### config.mk
export PLATFORM = sky130hd
export DESIGN_NAME = bwt_string_loader
export DESIGN_NICKNAME = d
export VERILOG_FILES = /design/src/rtl/bwt_pkg.sv /design/src/rtl/bwt_string_loader.sv
export SDC_FILE = /design/constraint.sdc
export NUM_CORES = 1
export LEC_CHECK = 0
export ABC_AREA = 1
export CAP_MARGIN = 10
export CORE_ASPECT_RATIO = 1.2
export CORE_UTILIZATION = 25
export CTS_BUF_LIST = sky130_fd_sc_hd__clkbuf_4 sky130_fd_sc_hd__clkbuf_8
export DETAILED_ROUTE_END_ITERATION = 10
export PLACE_DENSITY_LB_ADDON = 0.2
export SLEW_MARGIN = 20
export SYNTH_ARGS = -nofsm -noshare
export SYNTH_HDL_FRONTEND = slang
export SYNTH_SLANG_ARGS = --single-unit
### constraint.sdc
create_clock -name clk -period 1.9 [get_ports clk]
set_input_delay 0.57 -clock clk [delete_from_list [all_inputs] [get_ports clk]]
set_output_delay 0.57 -clock clk [all_outputs]
set_load 0.005 [all_outputs]
### src/rtl/bwt_pkg.sv
// rtl/bwt_pkg.sv - shared BWT pipeline constants and loader state encoding
// Purpose: terminator character, default string RAM geometry (shared with the
// length stage) and the string loader FSM state type.
package bwt_pkg;

  localparam logic [7:0] BWT_TERM_CHAR   = 8'd36;
  localparam int         BWT_LEN_ADDR    = 10;
  localparam int         BWT_LEN_STR_MAX = 1024;

  typedef enum logic [2:0] {
    ST_IDLE = 3'd0,
    ST_LOAD = 3'd1,
    ST_TERM = 3'd2,
    ST_DONE = 3'd3,
    ST_ERR  = 3'd4
  } loader_state_t;

endpackage

### src/rtl/bwt_string_loader.sv
// rtl/bwt_string_loader.sv - BWT front-end: streams a string into RAM and appends '$'
// Purpose: accepts bytes over a valid/ready handshake, writes them to the
// shared string RAM from address 0, appends the terminator and then raises CS
// for the downstream length stage.
// Optional feature: define BWT_DOLLAR_CHECK_EN to reject payload bytes equal
// to the terminator (the byte is dropped and the load aborts to ERR).
// Ports:
//   clk        rising-edge clock
//   reset      asynchronous active-low reset
//   start      single-cycle load request (honoured in IDLE, DONE, ERR)
//   din        input byte; din_valid qualifies it, din_last marks final byte
//   din_ready  loader accepts a byte this cycle
//   wr_addr    RAM write address; wr_data write byte; wen write strobe
//   CS         enables the downstream length stage (string complete)
//   pay_len    payload length, terminator excluded, valid while CS
//   busy       load in progress; err load aborted
module bwt_string_loader
  import bwt_pkg::*;
#(
  parameter int len_addr    = BWT_LEN_ADDR,
  parameter int len_str_max = BWT_LEN_STR_MAX
) (
  input  logic                clk,
  input  logic                reset,
  input  logic                start,
  input  logic [7:0]          din,
  input  logic                din_valid,
  input  logic                din_last,
  output logic                din_ready,
  output logic [len_addr-1:0] wr_addr,
  output logic [7:0]          wr_data,
  output logic                wen,
  output logic                CS,
  output logic [len_addr-1:0] pay_len,
  output logic                busy,
  output logic                err
);

  // Highest address a payload byte may occupy; the slot after it is kept
  // free so the terminator always fits.
  localparam logic [len_addr-1:0] LAST_PAY_ADDR = len_addr'(len_str_max - 2);

  loader_state_t       state;
  loader_state_t       state_nxt;
  logic [len_addr-1:0] cnt;
  logic                term_sent;
  logic                hs;
  logic                dollar_hit;

  assign hs = din_valid && (state == ST_LOAD);

`ifdef BWT_DOLLAR_CHECK_EN
  assign dollar_hit = (din == BWT_TERM_CHAR);
`else
  assign dollar_hit = 1'b0;
`endif

  // State register
  always_ff @(posedge clk or negedge reset) begin
    if (!reset) begin
      state <= ST_IDLE;
    end else begin
      state <= state_nxt;
    end
  end

  // Next-state logic
  always_comb begin
    state_nxt = state;
    case (state)
      ST_IDLE: begin
        if (start) state_nxt = ST_LOAD;
      end
      ST_LOAD: begin
        if (hs) begin
          if (dollar_hit) begin
            state_nxt = ST_ERR;
          end else if (din_last) begin
            state_nxt = ST_TERM;
          end else if (cnt == LAST_PAY_ADDR) begin
            state_nxt = ST_ERR;
          end
        end
      end
      // TERM spans two cycles: the first issues the '$' write, the second
      // lets that write land before DONE raises CS.
      ST_TERM: begin
        if (term_sent) state_nxt = ST_DONE;
      end
      ST_DONE, ST_ERR: begin
        if (start) state_nxt = ST_LOAD;
      end
      default: state_nxt = ST_IDLE;
    endcase
  end

  // Moore outputs
  always_comb begin
    din_ready = (state == ST_LOAD);
    busy      = (state == ST_LOAD) || (state == ST_TERM);
    CS        = (state == ST_DONE);
    err       = (state == ST_ERR);
  end

  // Address counter, registered RAM write port and payload length
  always_ff @(posedge clk or negedge reset) begin
    if (!reset) begin
      cnt       <= '0;
      term_sent <= 1'b0;
      wr_addr   <= '0;
      wr_data   <= '0;
      wen       <= 1'b0;
      pay_len   <= '0;
    end else begin
      wen <= 1'b0;
      case (state)
        ST_IDLE, ST_DONE, ST_ERR: begin
          if (start) begin
            cnt       <= '0;
            term_sent <= 1'b0;
            pay_len   <= '0;
          end
        end
        ST_LOAD: begin
          if (hs && !dollar_hit) begin
            wr_addr <= cnt;
            wr_data <= din;
            wen     <= 1'b1;
            cnt     <= cnt + 1'b1;
          end
        end
        ST_TERM: begin
          if (!term_sent) begin
            wr_addr   <= cnt;
            wr_data   <= BWT_TERM_CHAR;
            wen       <= 1'b1;
            term_sent <= 1'b1;
          end else begin
            pay_len <= cnt;
          end
        end
        default: ;
      endcase
    end
  end

endmodule

# == Word-level counts from Yosys, hierarchy flattened ==
# Index checks and enable logic that the tools add are counted.
# classes
addsub,1
mul,0
n_div,0
order_cmp,0
n_eq_ne,10
shifts,0
n_mux,22
bitwise,0
n_reduce_logical,12
# op_table
operator,count
10-bit one-hot mux with 2 select lines,3
10-bit two-way mux,5
8-bit two-way mux,2
8-bit one-hot mux with 2 select lines,1
3-bit two-way mux,5
10-bit by 1-bit adder with 10-bit output (second input constant),1
10-bit equality test (second input constant),1
3-bit one-hot mux with 3 select lines,1
3-bit AND reduction,3
3-bit by 2-bit equality test with 1-bit output (second input constant),2
2-bit nonzero test,3
2-bit by 1-bit != test with 1-bit output (second input constant),2
2-bit != test (second input constant),2
1-bit one-hot mux with 2 select lines,2
4-bit AND reduction,1
3-bit by 1-bit equality test with 1-bit output (second input constant),1
3-bit equality test (second input constant),1
3-bit logical NOT,1
1-bit two-way mux,3
3-bit by 2-bit != test with 1-bit output (second input constant),1
3-bit OR reduction,1
2-bit AND reduction,1
1-bit logical AND,1
1-bit logical OR,1
# totals
regBits,43
latch_bits,0
ramBits,0
mem_bits_ro,0
inputBits,13
out_inout_bits,33
wordCells,52
memories,0

# == Logic depth before layout (Yosys ltp) ==
# Gate-level depths: netlist of the first run.
# depth
word_depth,5
depth_mapped,9
mapped_depth_nobuf,8

# == Least setup slack after synthesis of the first run ==
# No wires, ideal clock.
# synth_timing
kind,reg2out
from,register state[1]
to,output port busy
t_arrival_ns,0.848
required_ns,1.330
setup_slack_ns,0.482
path_stages_with_launch,5
path_buffers,0
path_cell_list,dfrtp_1 inv_2 nor2_4 nand2_1 nand2_1
# synth_via
elab_chain_len,2
elab_cells_between_ends,3
cone_classes,eq/ne (2); reduce/logical (1)
# synth_lines
element,line,text
start: declaration,bwt_string_loader.sv:43,loader_state_t state;
start signal: assignment,bwt_string_loader.sv:63,state <= state_nxt;
3-bit by 1-bit equality test with 1-bit output / 3-bit by 2-bit equality test with 1-bit output (equally long branches),bwt_string_loader.sv:100,busy = (state == ST_LOAD) || (state == ST_TERM);
1-bit logical OR *,bwt_string_loader.sv:100,
end: declaration,bwt_string_loader.sv:35,"output logic busy,"
# Mark *: on every way between the ends. The rest lies on a longest branch, timed or not.

# == Final worst setup path of the first run ==
# Same ends and word-level chain as after synthesis.

==> PnR_summary.wiki, run 1 <==
{| class="wikitable"
! Metric !! Value
|-
| Maximum operating frequency || 550 MHz
|-
| Number of clock buffers inserted by TritonCTS || 5
|-
| Type of the worst setup path || reg2out
|-
| Hold_buf cts || 0
|-
| Final number of max-transition violations || 0
|-
| Area of combinational cells with multiple inputs || 831 um2
|-
| HPWL after detailed placement || approximately 3.7 mm
|-
| Relative slew margins || 65.7%
|-
| Floorplan die width || 84.2 um
|-
| Total track usage || between 10% and 20%
|-
| Number of levels the H-tree was split into || 2
|-
| Highest-utilization routing layer at the global route stage || met2
|-
| Net Count, Synth || between 200 and 300
|-
| Max IR drop VDD || 0.000429 V
|-
| Clock Skew || 0.00704 ns
|-
| Count of vias placed by the detailed router || approximately 1800
|-
| Pwr/cell area || 1430 nW/um2
|-
| Buffers added on ports || 45
|-
| Global-route wire length before repair || between 8 and 9 mm
|-
| Filler cell count in the final layout || 819
|-
| Core region area || 7750 um2
|-
| Final net count || 319
|-
| DR DRC count || 6
|-
| Setup repair after global routing missed its margin || false
|-
| Unique masters post-synth || 27
|-
| Data arrival at the endpoint of the critical path || 1.25 ns
|-
| Sort of element at the end of the critical path || primary output
|-
| Antenna-violating nets left || 0
|-
| Clock latency on the worst-skew pair || 0.29 ns
|-
| Initial antenna violation count || 0
|-
| # placed instances || 378
|-
| Area Overhead vs Synth || 38.5%
|-
| Final hold vios || 0
|-
| Number of failing setup endpoints in the final timing report || 0
|-
| TritonCTS clock tree || done
|-
| Fraction of layout cells with a size suffix above 1 || 17.0%
|-
| Synth Instances || 238
|-
| Met1 capacity usage during global routing || 16.8%
|-
| Critical path startpoint category || register
|-
| Chip Height || 101 um
|-
| Total grt overflow || 0
|-
| Clock slew at reported path FFs || 0.08 ns
|-
| Post-synthesis instance area || 2030 um2
|-
| Number of standard cells in the layout, taps in and fillers out || 397
|-
| # IOs || 46
|-
| Run status || complete, but fails checks
|-
| ANT cells || 0
|-
| Vias in the first global route || ~1800
|-
| Synthesized area divided by synthesized cell count || 8.51 um2
|-
| Static leakage power || between 1 and 1.5 nW
|-
| Overall die area || 8470 um2
|-
| Endpoint required time on the critical path || about 1.3 ns
|-
| Number of maximum-capacitance constraint violations || 0
|-
| Crit share post-route || between 90 and 100%
|-
| Effective utilization at floorplan || 26.1%
|-
| Commonest non-fill, non-tap cells in the layout || 66 x nand2_1, 43 x dfrtp_1, 42 x nand3_1
|-
| Pin count of the biggest net entering global routing || 28
|-
| Classification of the worst-slack hold path || in2async
|-
| Commonest non-fill, non-tap cell in the layout || nand2_1
|-
| Footprint of the flip-flops and latches || between 1000 and 1500 um2
|-
| Aggregate routed wire length || roughly 5 mm
|-
| Met3 routing resource usage after global routing || ~3%
|-
| TNS Setup || 0 ns
|-
| Number of cell rows || 35
|-
| Longest Clk Path Bufs || 2
|-
| GPL Wtd Cong || 0.782
|-
| Transition at the pin with the smallest max-transition slack || 0.515 ns
|-
| Number of DRC markers in iteration 0 || ~120
|-
| Post-detailed-route via-to-cell ratio || 4.46
|-
| Critical-path maximum fanout || 3
|-
| Count of state elements after synthesis || 43
|-
| Design area || 2810 um2
|-
| Total cell area at the placement stage || approximately 2600 um2
|-
| Met2 global-route usage || 21.1%
|-
| Count of yosys warnings during synthesis || 0
|-
| Violated checks || DRC
|-
| Clk sink count || 43
|-
| Cell at the root of the clock tree || clkbuf_8
|-
| Sequential share of the synthesized area || a little over half
|-
| WL per Instance || 12.9 um
|-
| First-pass iteration count of the detailed router || 7
|-
| Clock period minus final worst setup slack || 1.82 ns
|}
==> repair_timing <==
item,in CTS,in global routing
buffers inserted,10,1
resized for setup,10,2
pin swaps,1,0
hold endpoints to repair,0,0
setup endpoints to repair,4,1
==> worst paths after layout <==
path	from	endpoint	slack (ns)	cells after the start
worst min register to register	pay_len[5]	pay_len[5]	0.48	2
min in group clk	pay_len[5]	pay_len[5]	0.48	2
worst max register to register	state[1]	cnt[6]	0.29	10
worst max-delay path	state[1]	busy	0.08	6
worst min-delay path	reset	wr_addr[9]	0.24	1
max in group asynchronous	reset	pay_len[1]	1.07	2
==> worst max-delay path: stages, from the launching register on <==
cell and delay [ns]:
dfrtp_1 0.42, inv_2 0.06, buf_4 0.14, nor2_4 0.11, nand2_2 0.06, nand2_1 0.05
buf_2 0.10
==> metrics by stage <==
step                      hold slack, ns  worst slack (ns)  util [%]  total power, mW
final                              0.238            0.0829      36.2             4.01
after global routing               0.268            0.0212      36.2             4.34
after CTS                          0.254            0.0187      36.2             4.06
after detailed placement           0.462            0.0313      33.8             3.25
after global placement             0.460            0.0593      33.8             3.25
after floorplan                    0.274             0.482         -             2.40
==> per-layer routing <==
metal | vias to the layer above | routed length (um)
met5 | - | 0
met4 | 0 | 82
met3 | 7 | 186
met2 | 33 | 2460
met1 | 826 | 2400
li1 | 904 | -
==> layout make-up <==
| class | instances | share of cell area (%) |
|---|---|---|
| Sequential cell | 43 | 38.3 |
| Timing Repair Buffer | 66 | 21.5 |
| Inverter | 20 | 2.76 |
| Clock buffer | 8 | 3.70 |
| Tap cell | 92 | 4.10 |
| Multi-Input combinational cell | 168 | 29.6 |
==> synth_stat cells <==
master,count,area [um2]
buf_4,1,7.51
inv_4,1,6.26
a21oi_1,7,35.0
inv_2,5,18.8
o21ai_1,3,15.0
buf_6,1,11.3
nor2_1,18,67.6
nand2_2,1,6.26
o21ai_0,13,65.1
nand2_1,67,251
clkbuf_1,2,7.51
inv_1,14,52.6
nor2_8,1,20.0
buf_8,1,15.0
nand3_2,3,30.0
nor2_4,1,11.3
or2_2,1,6.26
xor2_1,1,8.76
nor2_2,2,12.5
ha_1,2,25.0
a21oi_2,1,8.76
nand4_1,3,18.8
nand2_8,1,20.0
o21ai_2,1,8.76
dfrtp_1,43,1080
nand3_1,42,210
buf_2,2,10.0
==> registers in the layout, indices dropped and copies added, names as in the netlist <==
| name | cells |
|---|---|
| cnt | 10 |
| pay_len | 10 |
| state | 3 |
| wr_addr | 10 |
| term_sent | 1 |
| wen | 1 |
| wr_data | 8 |
==> logic make-up after synthesis <==
| group | Yosys count | synth area share [%] |
|---|---|---|
| and+or+nand+nor | 140 | 32.3 |
| DFF | 43 | 53.1 |
| adders and majority gates | 2 | 1.24 |
| buffers and inverters | 27 | 6.36 |
| xor gates and xnor gates | 1 | 0.432 |
| AOI/OAI and AO/OA | 25 | 6.55 |
==> power by group <==
part           total, mW  internal [mW]  switching [mW]
registers           1.39           1.19           0.207
logic               1.97          0.968            1.00
clock network      0.648          0.346           0.301
No activity file was read; power rests on OpenSTA's default activity.
==> run 2: changes to the inputs <==
clock period = 2 ns   (was 1.9 ns; I/O delays follow)
==> PnR_summary.wiki, run 2 (synthesis results as in run 1) <==
{| class="wikitable"
! Metric !! Value
|-
| Commonest non-fill, non-tap cell in the layout || nand2_1
|-
| Type of the worst setup path || reg2out
|-
| Aggregate routed wire length || 5.00 mm (-2.5%)
|-
| WL per Instance || 12.7 um (-1.8%)
|-
| TNS Setup || 0 ns (unchanged)
|-
| Area Overhead vs Synth || 37.7%
|-
| Clk sink count || 43 (unchanged)
|-
| Number of cell rows || 35 (unchanged)
|-
| Internal Power || 2.33 mW (-6.8%)
|-
| Relative slew margins || 69.5% (+3.9 points)
|-
| DR DRC count || 6 (unchanged)
|-
| Critical-path maximum fanout || 3 (unchanged)
|-
| Setup repair after global routing missed its margin || false
|-
| Static leakage power || 1.33 nW (-0.96%)
|-
| Classification of the worst-slack hold path || in2async
|-
| Number of failing setup endpoints in the final timing report || 0 (unchanged)
|-
| Vias in the first global route || 1690 (-3.4%)
|-
| Chip Height || 101 um (unchanged)
|-
| Total track usage || 12.4% (-0.53 points)
|-
| Initial antenna violation count || 0 (unchanged)
|-
| Critical path startpoint category || register
|-
| Effective utilization at floorplan || 26.1% (unchanged)
|-
| Clock latency on the worst-skew pair || 0.30 ns (about the same)
|-
| Total grt overflow || 0 (unchanged)
|-
| Antenna-violating nets left || 0 (unchanged)
|-
| Post-detailed-route via-to-cell ratio || 4.48 (+0.53%)
|-
| Core region area || 7750 um2 (unchanged)
|-
| ANT cells || 0 (unchanged)
|-
| Final net count || 316 (-0.94%)
|-
| HPWL after detailed placement || 3.58 mm (-3.9%)
|-
| Final hold vios || 0 (unchanged)
|-
| Floorplan die width || 84.2 um (unchanged)
|-
| Internal reg-to-reg setup slack || 0.35 ns (+0.06 ns)
|-
| First-pass iteration count of the detailed router || 7 (unchanged)
|-
| Cell at the root of the clock tree || clkbuf_8
|-
| Fraction of layout cells with a size suffix above 1 || 15.9% (-1.2 points)
|-
| Crit share post-route || a little over nine tenths
|-
| Clock slew at reported path FFs || 0.08 ns (about the same)
|-
| Violated checks || DRC
|-
| Endpoint required time on the critical path || 1.40 ns (+0.07 ns)
|-
| Maximum operating frequency || between 500 and 600 MHz
|-
| Pin count of the biggest net entering global routing || 28 (unchanged)
|-
| Global-route wire length before repair || 8.20 mm (-3.6%)
|-
| Fraction of power spent switching nets || 37.8% (+0.079 points)
|-
| Max IR drop VDD || 0.000529 V (+23%)
|-
| TritonCTS clock tree || done
|-
| Run status || complete, but fails checks
|-
| Commonest non-fill, non-tap cells in the layout || 65 x nand2_1, 43 x dfrtp_1, 42 x nand3_1
|-
| Largest registers || cnt (10), pay_len (10), wr_addr (10)
|-
| Clk network pwr share || 16.5% (+0.4 points)
|-
| Longest Clk Path Bufs || 2 (unchanged)
|-
| Overall die area || 8470 um2 (unchanged)
|-
| Number of DRC markers in iteration 0 || 79 (-32%)
|-
| Hold WS || 0.238 ns (-0.000562 ns)
|-
| Number of clock buffers inserted by TritonCTS || 5 (unchanged)
|-
| Gate power share || 48.3% (-0.8 points)
|-
| GPL Wtd Cong || 0.786 (+0.51%)
|-
| Number of maximum-capacitance constraint violations || 0 (unchanged)
|-
| Buffers added on ports || 45 (unchanged)
|-
| Part of the power in registers || 35.2% (+0.5 points)
|-
| Data arrival at the endpoint of the critical path || 1.32 ns (+0.07 ns)
|-
| Number of levels the H-tree was split into || 2 (unchanged)
|-
| Clock period minus final worst setup slack || about 1.9 ns
|-
| Final number of max-transition violations || 0 (unchanged)
|-
| Pwr/cell area || 1340 nW/um2 (-6.1%)
|-
| NetSw || 1.41 mW (-6.4%)
|-
| Count of vias placed by the detailed router || 1766 (-0.23%)
|-
| # IOs || 46 (unchanged)
|-
| Clock Skew || 0.00738 ns (+0.000337 ns)
|-
| Sort of element at the end of the critical path || primary output
|-
| Transition at the pin with the smallest max-transition slack || 0.457 ns (-0.0581 ns)
|}
==> run 2: cell count changes in the layout (fill, tap and decap cells not counted), sizes merged <==
cell / previous run / this run
buf: 23 / 19
clkbuf: 9 / 8
clkdlybuf4s15: 0 / 1
dlygate4sd2: 2 / 3
==> run 2: final timing paths <==
path,from,depth (start not counted),to
min reg2reg,pay_len[7],2,pay_len[7]
max reg2reg,state[1],8,pay_len[1]
max in group asynchronous,reset,2,wr_data[7]
min,reset,1,state[0]
max,state[1],5,busy
min in group clk,pay_len[7],2,pay_len[7]
==> run 2: per-layer routing <==
metal / GRT usage (%) / wire [um] / part of all wire (%) / vias up
li1: - / - / - / 900
met1: 15.5 / 2320 / 46 / 828
met2: 20.7 / 2390 / 48 / 33
met3: 2.87 / 199 / 4.0 / 5
met4: 5.31 / 89 / 1.8 / 0
met5: 0 / 0 / 0 / -
==> run 2: cell type report <==
cell class / instances / area (um2)
timing repair buffer: 63 / 589
fill: 788 / 4960
tap: 92 / 115
multi-input combinational: 168 / 828
inverter: 20 / 77.6
sequential: 43 / 1080
clock buffer: 8 / 104
==> run 2: critical path, stage by stage (launching register included) <==
cell             delay (ns)
dfrtp_1                0.42
buf_4                  0.16
nor2_2                 0.13
nand2_2                0.07
nand2_1                0.06
clkdlybuf4s15_1        0.19
==> run 2: power by group through the flow <==
| stage | sequential (mW) | combinational [mW] | clock (mW) |
|---|---|---|---|
| CTS | 1.32 | 1.82 | 0.650 |
| detailed placement | 1.35 | 1.67 | 0 |
| global placement | 1.35 | 1.66 | 0 |
| global route | 1.36 | 2.02 | 0.681 |
| floorplan | 1.32 | 0.967 | 0 |
| finish | 1.32 | 1.81 | 0.618 |
==> run 2: timing repair <==
item,CTS,global route
gates resized for setup,6,2
setup buffers,11,1
hold buffers,0,0
pin swaps,2,1
endpoints found under the setup margin,4,1
==> run 2: stage by stage <==
| step | util [%] | cells | total power, mW | setup slack, ns | instance area [um2] |
|---|---|---|---|---|---|
| global placement | 33.4 | 374 | 3.01 | 0.114 | 2590 |
| finish | 36.0 | 394 | 3.75 | 0.0827 | 2790 |
| floorplan | - | 238 | 2.28 | 0.552 | 2030 |
| CTS | 35.9 | 393 | 3.79 | 0.0101 | 2780 |
| global route | 36.0 | 394 | 4.06 | 0.00991 | 2790 |
| detailed placement | 33.4 | 374 | 3.01 | 0.116 | 2590 |
==> edit: new RTL, settings of run 2 <==
Reset style: synchronous (`reset`), changed in 2 clocked blocks. Comments in the files are not updated.
--- a/src/rtl/bwt_string_loader.sv
+++ b/src/rtl/bwt_string_loader.sv
@@ -56,7 +56,7 @@
 `endif
 
   // State register
-  always_ff @(posedge clk or negedge reset) begin
+  always_ff @(posedge clk) begin
     if (!reset) begin
       state <= ST_IDLE;
     end else begin
@@ -103,7 +103,7 @@
   end
 
   // Address counter, registered RAM write port and payload length
-  always_ff @(posedge clk or negedge reset) begin
+  always_ff @(posedge clk) begin
     if (!reset) begin
       cnt       <= '0;
       term_sent <= 1'b0;
Function: differs if reset is asserted again (counterexample within 4 cycles, from zero or initial values and one cycle with reset low); with reset held inactive, the same outputs for 10 cycles.
==> edit against run 2 <==
Area after synthesis shrank 5.3%. Sequential share of layout area fell by 6.9 points. Sequential power is essentially flat. Largest cell class is now multi-input gates. Fmax rose by 1.4%. Sequential cell count unchanged. Power grew 9.7%. Routed wire length decreased by 0.14%. Combinational power rose by 16%. Final area decreased by 2.3%. Clock skew decreased by 0.0034 ns. Synthesized cell count is 16% higher. Global-route usage grew 0.72 points. Worst setup slack better by 0.027 ns.
==> edit: results (changes against run 2) <==
.. list-table::
   :header-rows: 1

   * - Metric
     - Value
   * - Largest cells by area after synthesis
     - sky130_fd_sc_hd__dfxtp_1, sky130_fd_sc_hd__nor2_1, sky130_fd_sc_hd__nand2_1 (was sky130_fd_sc_hd__dfrtp_1, sky130_fd_sc_hd__nand2_1, sky130_fd_sc_hd__nand3_1)
   * - Number of global-route vias before repair
     - 1808 (was 1690)
   * - Count of nets after finishing
     - 355 (was 316)
   * - Via count
     - 1891 (was 1766)
   * - Pin count of the biggest net entering global routing
     - 31 (was 28)
   * - Outcome
     - complete, no violations (was finished, violations left)
   * - Post-DP Area
     - 0.00254 mm2 (was 0.00259 mm2)
   * - Non-filler cells in the finished layout
     - 431 (was 394)
   * - Min-Delay Path Class
     - flop to flop (was input pin to asynchronous set/reset pin)
   * - Synthesized Nets
     - 291 (was 253)
   * - Gates resized, CTS repair
     - 9 (was 6)
   * - Wire length of the first global-routing pass
     - 8250 um (was 8200 um)
   * - GR met3 Demand/Resource
     - 2.52% (was 2.87%)
   * - GR Util met2
     - 21.0% (was 20.7%)
   * - Parity-gate share of the synthesized area counting xor and xnor cells
     - 0% (was 0.432%)
   * - Share of synthesized cell area in full adder, half adder and majority cells
     - 1.30% (was 1.24%)
   * - Total length of routed met3 wires
     - 190 um (was 199 um)
   * - Layer with the highest usage
     - met2 (unchanged)
   * - Clk_skew
     - 0.00396 ns (was 0.00738 ns)
   * - Sequential element share of the synthesized area
     - 44.9% (was 53.1%)
   * - Overall track demand over capacity in global routing
     - 13.2% (was 12.4%)
   * - Met1 Track Usage GR
     - 17.1% (was 15.5%)
   * - Buffer type at the clock tree root
     - sky130_fd_sc_hd__clkbuf_8 (unchanged)
   * - Gate Count Post-Synth
     - 276 (was 238)
   * - M1 wire length
     - 2390 um (was 2320 um)
   * - Unique masters post-synth
     - 24 (was 27)
   * - Maximum vdd ir drop
     - 0.594 mV (was 0.529 mV)
   * - Post-CTS repair timing setup buffer count
     - 8 (was 11)
   * - Share of async-settable or async-resettable flops after synthesis
     - 0% (was 100%)
   * - Maximum net fanout on the critical path
     - 2 (was 3)
   * - Fraction of final layout cells with drive strength greater than 1
     - 14.4% (was 15.9%)
   * - Post-DP HPWL
     - 3620 um (was 3580 um)
   * - Detailed router's first-iteration violation count
     - 96 (was 79)
   * - Detailed-routed wire length on met2
     - 2330 um (was 2390 um)
   * - Worst slack at placement
     - 0.0152 ns (was 0.116 ns)
   * - Leakage power of the design
     - 0.00111 uW (was 0.00133 uW)
   * - Ys flop type
     - sky130_fd_sc_hd__dfxtp_1 (was sky130_fd_sc_hd__dfrtp_1)
   * - Last weighted congestion value of the routability-driven placer
     - 0.837 (was 0.786)
   * - Total instance count after detailed placement
     - 415 (was 374)
   * - Tightest Pin Transition
     - 0.327 ns (was 0.457 ns)
## edit: changes by cell type after synthesis, sizes merged
| cell | delta |
|---|---|
| nand3 | -30 |
| nor2 | +49 |
| or2 | -1 |
| dfrtp | -43 |
| o21ai | +18 |
| dfxtp | +43 |
| xor2 | -1 |
| nand2 | -22 |
| buf | +2 |
| nand3b | +1 |
| inv | +10 |
| nand4 | -2 |
| a21oi | +13 |
| clkinv | +1 |
## edit: path summary, 6_finish.rpt
kind,to,depth (start not counted),from,slack (ns)
max,busy,7,state[1],0.11
min,term_sent,2,term_sent,0.46
max reg2reg,cnt[9],11,state[2],0.35
min reg2reg,term_sent,2,term_sent,0.46
## edit: layout make-up
| cell class | instances | area [um2] |
|---|---|---|
| fillers | 796 | 4630 |
| multi-input cells | 193 | 887 |
| flip-flops and latches | 43 | 865 |
| repair buffers | 66 | 628 |
| inverters | 31 | 116 |
| well taps | 90 | 113 |
| clock buffers | 6 | 82.6 |
| clock inverters | 2 | 35.0 |
## edit: report_power, final
group / internal (uW) / leakage, uW / switching [uW]
clock: 404 / 0.0000612 / 288
sequential: 1140 / 0.000353 / 173
combinational: 1030 / 0.000696 / 1070
## edit: critical path, cell delays in order (launching register included)
cell and delay (ns):
sky130_fd_sc_hd__dfxtp_2 0.34, sky130_fd_sc_hd__inv_2 0.04, sky130_fd_sc_hd__nor2_2 0.10, sky130_fd_sc_hd__inv_1 0.07
sky130_fd_sc_hd__nor2_2 0.12, sky130_fd_sc_hd__inv_2 0.05, sky130_fd_sc_hd__nand2_1 0.06, sky130_fd_sc_hd__dlygate4sd2_1 0.23
## edit: cells by family (layout without fill, tap and decap cells)
logic type / count (synthesis) / in the layout
buf+inv: 40 / 105
flops: 43 / 43
fa+ha+maj: 2 / 2
compound gates: 56 / 56
simple gates: 135 / 135
